===== src/rtl/mem_pkg.sv =====
// rtl/mem_pkg.sv - shared types and helpers for the address select block
package mem_pkg;

  typedef enum logic [1:0] {
    ST_IDLE = 2'b00,
    ST_HOLD = 2'b01,
    ST_OVRD = 2'b10
  } state_t;

  typedef enum logic [1:0] {
    SZ_BYTE = 2'b00,
    SZ_HALF = 2'b01,
    SZ_WORD = 2'b10,
    SZ_RSVD = 2'b11
  } size_t;

  // Select index width; a two-source mux still needs one bit.
  function automatic int sel_width(input int nsrc);
    return (nsrc <= 2) ? 1 : $clog2(nsrc);
  endfunction

endpackage


===== src/rtl/mem_addr_select_if.sv =====
// rtl/mem_addr_select_if.sv - request/response bundle of the address select block
interface mem_addr_select_if
  import mem_pkg::*;
#(
  parameter int WIDTH = 32,
  parameter int NSRC  = 4
);
  localparam int SELW = sel_width(NSRC);

  // Requests toward the selector
  logic [SELW-1:0]       sel;
  logic [NSRC*WIDTH-1:0] src_flat;
  logic                  load;
  logic                  release_req;
  logic                  excpt_req;
  logic [WIDTH-1:0]      excpt_addr;
  logic                  excpt_ack;
  logic [1:0]            size;

  // Registered results
  logic [WIDTH-1:0]      addr_out;
  logic                  addr_valid;
  logic                  override;
  logic                  misaligned;
  logic                  sel_err;

  modport master (
    output sel, src_flat, load, release_req, excpt_req, excpt_addr, excpt_ack, size,
    input  addr_out, addr_valid, override, misaligned, sel_err
  );

  modport slave (
    input  sel, src_flat, load, release_req, excpt_req, excpt_addr, excpt_ack, size,
    output addr_out, addr_valid, override, misaligned, sel_err
  );

endinterface


===== src/rtl/mem_addr_select_align_check.sv =====
// rtl/mem_addr_select_align_check.sv - combinational alignment decode of a held address
module align_check
  import mem_pkg::*;
(
  input  logic [1:0] addr_lo,
  input  size_t      size,
  output logic       misaligned
);

  // Reserved size is reported through sel_err, so it never flags misalignment here.
  always_comb begin
    misaligned = 1'b0;
    unique case (size)
      SZ_BYTE: misaligned = 1'b0;
      SZ_HALF: misaligned = addr_lo[0];
      SZ_WORD: misaligned = |addr_lo;
      SZ_RSVD: misaligned = 1'b0;
      default: misaligned = 1'b0;
    endcase
  end

endmodule


===== src/rtl/mem_addr_select.sv =====
// rtl/mem_addr_select.sv - selects and holds an address from N sources with exception override
module mem_addr_select
  import mem_pkg::*;
#(
  parameter int WIDTH = 32,
  parameter int NSRC  = 4
)(
  input  logic clk,
  input  logic reset_n,
  mem_addr_select_if.slave bus
);

  localparam int              SELW   = sel_width(NSRC);
  localparam logic [SELW:0]   NSRC_W = NSRC[SELW:0];

  state_t            state;
  logic [WIDTH-1:0]  addr_q;
  logic              valid_q;
  logic              ovrd_q;
  size_t             size_q;
  logic              sel_err_q;

  logic              sel_ok;
  logic [SELW-1:0]   sel_idx;
  logic [WIDTH-1:0]  src_sel;
  size_t             size_in;
  logic              misaligned_w;

  // Out-of-range indices fall back to source 0 so the mux never reads past src_flat.
  always_comb begin
    sel_ok  = ({1'b0, bus.sel} < NSRC_W);
    sel_idx = sel_ok ? bus.sel : '0;
    src_sel = bus.src_flat[int'(sel_idx)*WIDTH +: WIDTH];
    size_in = size_t'(bus.size);
  end

  // Control FSM; exception outranks load, load outranks release, OVRD waits only for ack.
  always_ff @(posedge clk or negedge reset_n) begin
    if (!reset_n) begin
      state     <= ST_IDLE;
      addr_q    <= '0;
      valid_q   <= 1'b0;
      ovrd_q    <= 1'b0;
      size_q    <= SZ_WORD;
      sel_err_q <= 1'b0;
    end else begin
      unique case (state)
        ST_IDLE, ST_HOLD: begin
          if (bus.excpt_req) begin
            state   <= ST_OVRD;
            addr_q  <= bus.excpt_addr;
            valid_q <= 1'b1;
            ovrd_q  <= 1'b1;
            size_q  <= SZ_WORD;
          end else if (bus.load) begin
            state     <= ST_HOLD;
            addr_q    <= src_sel;
            valid_q   <= 1'b1;
            size_q    <= size_in;
            sel_err_q <= !sel_ok || (size_in == SZ_RSVD);
          end else if (bus.release_req && (state == ST_HOLD)) begin
            state   <= ST_IDLE;
            valid_q <= 1'b0;
          end
        end
        ST_OVRD: begin
          if (bus.excpt_ack) begin
            state  <= ST_HOLD;
            ovrd_q <= 1'b0;
          end
        end
        default: begin
          state   <= ST_IDLE;
          valid_q <= 1'b0;
          ovrd_q  <= 1'b0;
        end
      endcase
    end
  end

  align_check u_align_check (
    .addr_lo    (addr_q[1:0]),
    .size       (size_q),
    .misaligned (misaligned_w)
  );

  assign bus.addr_out   = addr_q;
  assign bus.addr_valid = valid_q;
  assign bus.override   = ovrd_q;
  assign bus.misaligned = misaligned_w;
  assign bus.sel_err    = sel_err_q;

endmodule


===== src/flat_wrapper.sv =====
// flat-port wrapper written by rule: the top's interface ports become plain ports
module mem_addr_select_flat import mem_pkg::*;
#(
  parameter int WIDTH = 32,
  parameter int NSRC  = 4
)
  (clk, reset_n, bus_sel, bus_src_flat, bus_load, bus_release_req, bus_excpt_req, bus_excpt_addr, bus_excpt_ack, bus_size, bus_addr_out, bus_addr_valid, bus_override, bus_misaligned, bus_sel_err);
  mem_addr_select_if #(.WIDTH(WIDTH), .NSRC(NSRC)) bus_i ();
  input  logic clk;
  input  logic reset_n;
  input wire logic [$bits(bus_i.sel)-1:0] bus_sel;
  input wire logic [$bits(bus_i.src_flat)-1:0] bus_src_flat;
  input wire logic [$bits(bus_i.load)-1:0] bus_load;
  input wire logic [$bits(bus_i.release_req)-1:0] bus_release_req;
  input wire logic [$bits(bus_i.excpt_req)-1:0] bus_excpt_req;
  input wire logic [$bits(bus_i.excpt_addr)-1:0] bus_excpt_addr;
  input wire logic [$bits(bus_i.excpt_ack)-1:0] bus_excpt_ack;
  input wire logic [$bits(bus_i.size)-1:0] bus_size;
  output wire logic [$bits(bus_i.addr_out)-1:0] bus_addr_out;
  output wire logic [$bits(bus_i.addr_valid)-1:0] bus_addr_valid;
  output wire logic [$bits(bus_i.override)-1:0] bus_override;
  output wire logic [$bits(bus_i.misaligned)-1:0] bus_misaligned;
  output wire logic [$bits(bus_i.sel_err)-1:0] bus_sel_err;
  assign bus_i.sel = bus_sel;
  assign bus_i.src_flat = bus_src_flat;
  assign bus_i.load = bus_load;
  assign bus_i.release_req = bus_release_req;
  assign bus_i.excpt_req = bus_excpt_req;
  assign bus_i.excpt_addr = bus_excpt_addr;
  assign bus_i.excpt_ack = bus_excpt_ack;
  assign bus_i.size = bus_size;
  assign bus_addr_out = bus_i.addr_out;
  assign bus_addr_valid = bus_i.addr_valid;
  assign bus_override = bus_i.override;
  assign bus_misaligned = bus_i.misaligned;
  assign bus_sel_err = bus_i.sel_err;
  mem_addr_select #(.WIDTH(WIDTH), .NSRC(NSRC)) u_core (.clk(clk), .reset_n(reset_n), .bus(bus_i));
endmodule

===== config.mk =====
export PLATFORM = sky130hd
export DESIGN_NAME = mem_addr_select_flat
export DESIGN_NICKNAME = d
export VERILOG_FILES = /design/src/rtl/mem_pkg.sv /design/src/rtl/mem_addr_select_if.sv /design/src/rtl/mem_addr_select_align_check.sv /design/src/rtl/mem_addr_select.sv /design/src/flat_wrapper.sv
export SDC_FILE = /design/constraint.sdc
export NUM_CORES = 1
export LEC_CHECK = 0
export CORE_ASPECT_RATIO = 1.5
export CORE_MARGIN = 3
export CORE_UTILIZATION = 30
export CTS_CLUSTER_SIZE = 30
export DETAILED_ROUTE_END_ITERATION = 16
export PLACE_DENSITY_LB_ADDON = 0.3
export SLEW_MARGIN = 0
export SYNTH_ARGS = -nofsm -noshare
export SYNTH_HDL_FRONTEND = slang
export SYNTH_SLANG_ARGS = --single-unit
export TNS_END_PERCENT = 10

===== constraint.sdc =====
create_clock -name clk -period 1.21 [get_ports clk]
set_input_delay 0.1815 -clock clk [delete_from_list [all_inputs] [get_ports clk]]
set_output_delay 0.1815 -clock clk [all_outputs]
set_load 0.03 [all_outputs]

* Yosys cells after proc, flatten, opt, wreduce, memory -nomap -nowiden *
Cells that the tools add are included.

word-level totals
  bits of input ports = 170
  output and inout bits = 36
  register bits after elaboration = 39

operators by class
  equality and inequality tests = 9
  shifts and indexed selects = 1
  muxes and demuxes = 17
  bitwise gates (word level) = 2
  reductions and logical operators = 12

operators with widths
  operator              count
  $shiftx A128 B8 Y32   1
  $mux W32              2
  $mux W2               6
  $eq A2 B2 Y1 const B  4
  $reduce_and A2 Y1     4
  $reduce_or A2 Y1      3
  $mux W1               5
  $eq A2 B1 Y1 const B  2
  $logic_not A2 Y1      2
  $ne A2 B2 Y1 const B  2
  $ne A4 B3 Y1 const B  1
  $pmux W1 S2           2
  $pmux W2 S2           1
  $pmux W1 S3           1
  $reduce_and A3 Y1     1
  $not A1 Y1            2
  $reduce_bool A2 Y1    1
  $logic_and A1 B1 Y1   1

* Logic depth before layout (Yosys ltp) *
  depth in word-level cells = 6
  mapped depth = 5

* Modules after synthesis *
From an unflattened synthesis, not the netlist that was laid out.

second synthesis, totals
  cells, all modules = 215
  area total of the unflattened synthesis = 2616.3 um2

by module, submodules not included
  module           cells each  instances  seq. area each (um2)  area each (um2)
  mem_addr_select  212         1          977.2                 2598.7
  align_check      3           1          0.0                   17.5

* Worst setup path after synthesis *
OpenSTA, ideal clock, no wires.

  path type = reg-to-output
  start point = register u_core.addr_q[1] (netlist: u_core.bus.addr_out[1])
  end point = output bus_misaligned
  required time = 1.028 ns
  path buffers = 0
  cell stages (with the launch flop) = 3
  slack = -0.295 ns
  arrival = 1.323 ns
  cell sequence = dfrtp_1 o21ai_0 o21ai_0

between the ends
  longest elaborated chain between the ends = 2

RTL lines
  what                    line                               source
  from (decl)             mem_addr_select.sv:17              logic [WIDTH-1:0] addr_q;
  from (signal assigned)  mem_addr_select.sv:51              addr_q <= bus.excpt_addr;
  from (signal assigned)  mem_addr_select.sv:57              addr_q <= src_sel;
  $reduce_or A2 Y1        mem_addr_select_align_check.sv:16  SZ_WORD: misaligned = |addr_lo;
  $pmux W1 S3             mem_addr_select_align_check.sv:13  unique case (size)
  to (decl)               flat_wrapper.sv:22                 output wire logic [$bits(bus_i.misaligned)-1:0] bus_misaligned;

Every way passes these cells.

* Final worst setup path *
  start point = register u_core.size_q[1]
  end point = output bus_misaligned

between the ends
  longest elaborated chain between the ends = 3

RTL lines
  what                                                     line                               source
  from (decl)                                              mem_addr_select.sv:20              size_t size_q;
  from (signal assigned)                                   mem_addr_select.sv:59              size_q <= size_in;
  $eq A2 B2 Y1 / $logic_not A2 Y1 (equally long branches)  mem_addr_select_align_check.sv:13
  $reduce_or A2 Y1 (no line)                               n/a
  $pmux W1 S3 (*)                                          mem_addr_select_align_check.sv:13

Every way passes the cells marked *; elsewhere a longest branch is shown, timed or not.

==> flow_summary.yaml <==
timing:
  finClkSkew_ps: 5.490
  hold_viol_final: 0
  drv_slew: 0
  min_period_ps: 1355
  setup_violations: 1
  tightest_slew_ps: 316.6
  tns_ps: -145.2
  timing.final.crit_share: 1.120
  fmax_ghz: 0.7379
  holdWs_ps: 333.7
  layout_setup_ws_ps: -145.2
  slew_headroom: 0.7898
  rsz0062_at_grt: "yes"
pwr:
  p_leak_uw: 0.002048
  ir_drop_uv: 746.9
  p_per_area_nw_per_um2: 1226
logic_synthesis:
  syn-num-nets: 422
  synthCells: 252
  yosysUniqueCellTypes: 25
  ys_seq_elements: 39
  syn_avg_cell_area_um2: 10.23
  synth_area_um2: 2579
  ys_seq_area_frac: 0.3789
  yosysWarningCount: 0
layout:
  final_cell_mix: "164 x clkdlybuf4s50_1, 69 x nand2_1, 38 x dfrtp_1"
  area_delta_synth_final_pct: 94.18
  final_common_cell: "clkdlybuf4s50_1"
  final-seq-area_um2: 977.2
  multi_input_area_um2: 1444
  drive_above_1_share: 0.2095
  nets: 632
  diodes: 0
  fillers: 714
grt:
  grt_usage: 0.1974
  grt_pass1_vias: 3022
  grt_overflow: 0
  grt_first_pass_wirelength_mm: 14.68
  grt_max_degree: 41
  antenna_found_initial: 0
die:
  coreArea_um2: 8208
  dieHeight_um: 119.6
  ios: 206
  die_w_um: 81.70
  die_area_um2: 9767
  placementRows: 40
  initial_utilization: 0.3142
clock_network:
  clk-insertion-delay-late_ps: 280
  cts_setup_buffers: 0
  htreeDepth: 2
  numCtsBuffers: 5
  cts_sinks: 39
  path_clk_slew_ps: 50
  cts-root-buf: "clkbuf_16"
  cts_tree: "done"
  clock_tree.buffer_depth: 2
worst_setup_path:
  arrival_ps: 1170
  worstPathRequired_ps: 1030
  crit_path_start_kind: "flip-flop"
  cp-end-kind: "primary output"
  critPathKind: "flip-flop to primary output"
  worstPathMaxFanout: 4
routing:
  topRoutingLayerUsed: "met4"
  finalWirelength_mm: 9.472
  wl_met2_mm: 5.375
  vias: 2774
  viasPerCell: 4.884
  ant_nets: 0
  wl_met1_mm: 3.168
  routed-wl-met3_um: 694
  drt_iter0_drc: 43
  avgRoutedWirePerCell_um: 16.68
  drc: 0
  firstDrtPassIters: 4
placement:
  numPortBuffers: 205
  dp_hpwl_mm: 7.818
  post-place-ws_ps: -345.0
  place.gp.congestion: 0.8304
outcome:
  violations: "negative setup slack"
  outcome: "complete, but fails checks"
job:
  cap_violations: 0
hold_path:
  hp-class: "input port to flip-flop"
-- report_power, final --
group	internal, µW	switching, µW	total (µW)
clock	878	502	1380
sequential	1640	229	1870
combinational	1490	1400	2880
total	4010	2130	6140
-- worst paths after layout --
kind,from,cells past startpoint,slack (ps),endpoint
worst max-delay path,u_core.size_q[1],3,-150,bus_misaligned
worst min-delay path,bus_load,3,330,u_core.state[0]
worst max register to register,u_core.state[1],4,70,u_core.bus.addr_out[17]
worst min register to register,u_core.bus.sel_err,2,490,u_core.bus.sel_err
max in group asynchronous,reset_n,3,540,u_core.size_q[1]
min in group asynchronous,reset_n,3,410,u_core.bus.addr_out[3]
-- routing by layer --
| layer | global-route usage | up-vias |
|---|---|---|
| li1 | - | 1338 |
| met1 | 0.2059 | 1305 |
| met2 | 0.3740 | 115 |
| met3 | 0.04429 | 16 |
| met4 | 0.06653 | 0 |
| met5 | 0 | - |
-- timing repair --
action,CTS,global route
pin swaps,0,1
endpoints found under the hold margin,38,0
resized for setup,11,10
hold buffers,1,0
cloned,0,0
endpoints found under the setup margin,24,28
-- cell type report --
cell class | instances | share of cell area
flip-flops and latches | 39 | 0.1952
repair buffers | 225 | 0.4553
inverters | 5 | 0.003748
clock buffers | 8 | 0.03123
well taps | 105 | 0.02624
multi-input cells | 186 | 0.2884
-- registers in the layout (all words and copies together), names as in the netlist --
signal                 flops
u_core.bus.addr_valid      1
u_core.size_q              2
u_core.bus.override        1
u_core.state               2
u_core.bus.addr_out       32
u_core.bus.sel_err         1
-- metrics by stage --
stage | cell area [µm²] | power, µW | util | instances
floorplan | 2582 | 3282 | - | 252
global placement | 4833 | 4766 | 0.5889 | 559
detailed placement | 4833 | 4819 | 0.5889 | 559
CTS | 5004 | 6208 | 0.6096 | 568
global route | 5007 | 6469 | 0.6101 | 568
finish | 5007 | 6137 | 0.6101 | 568
-- critical path, stage by stage (launching register included) --
cell     delay, ps
dfstp_2        550
o21ai_2         60
o21ai_2        140
buf_6          140
-- synthesized netlist by cell type --
cell type  number  area, µm²
o21ba_1         1      10.01
o21ai_0         3      15.01
o21ai_1         3      15.01
clkbuf_1        6      22.52
a211oi_1        1      7.510
dfstp_2         1      26.28
or3b_1          1      8.760
o22ai_1         2      12.51
a2bb2oi_1       1      8.760
buf_12          3      60.06
dfrtp_1        38      950.9
buf_1           1      3.750
o31ai_1         1      7.510
buf_6           1      11.26
nand3b_1        2      15.01
nand2_1        69      259.0
inv_1           4      15.01
a31oi_1        32      200.2
nor2b_1         1      6.260
nand2b_1        1      6.260
nor2_1         34      127.6
mux4_2         32      720.7
buf_2          11      55.05
a21oi_1         2      10.01
inv_2           1      3.750
-- cell families (layout without fill, tap and decap cells) --
family | Yosys count | count (layout) | synth area share
mux | 32 | 32 | 0.2795
flops | 39 | 39 | 0.3789
buf+inv | 27 | 238 | 0.06647
compound gates | 46 | 46 | 0.1111
simple gates | 108 | 108 | 0.1640
Power figures use the tool's default switching activity.
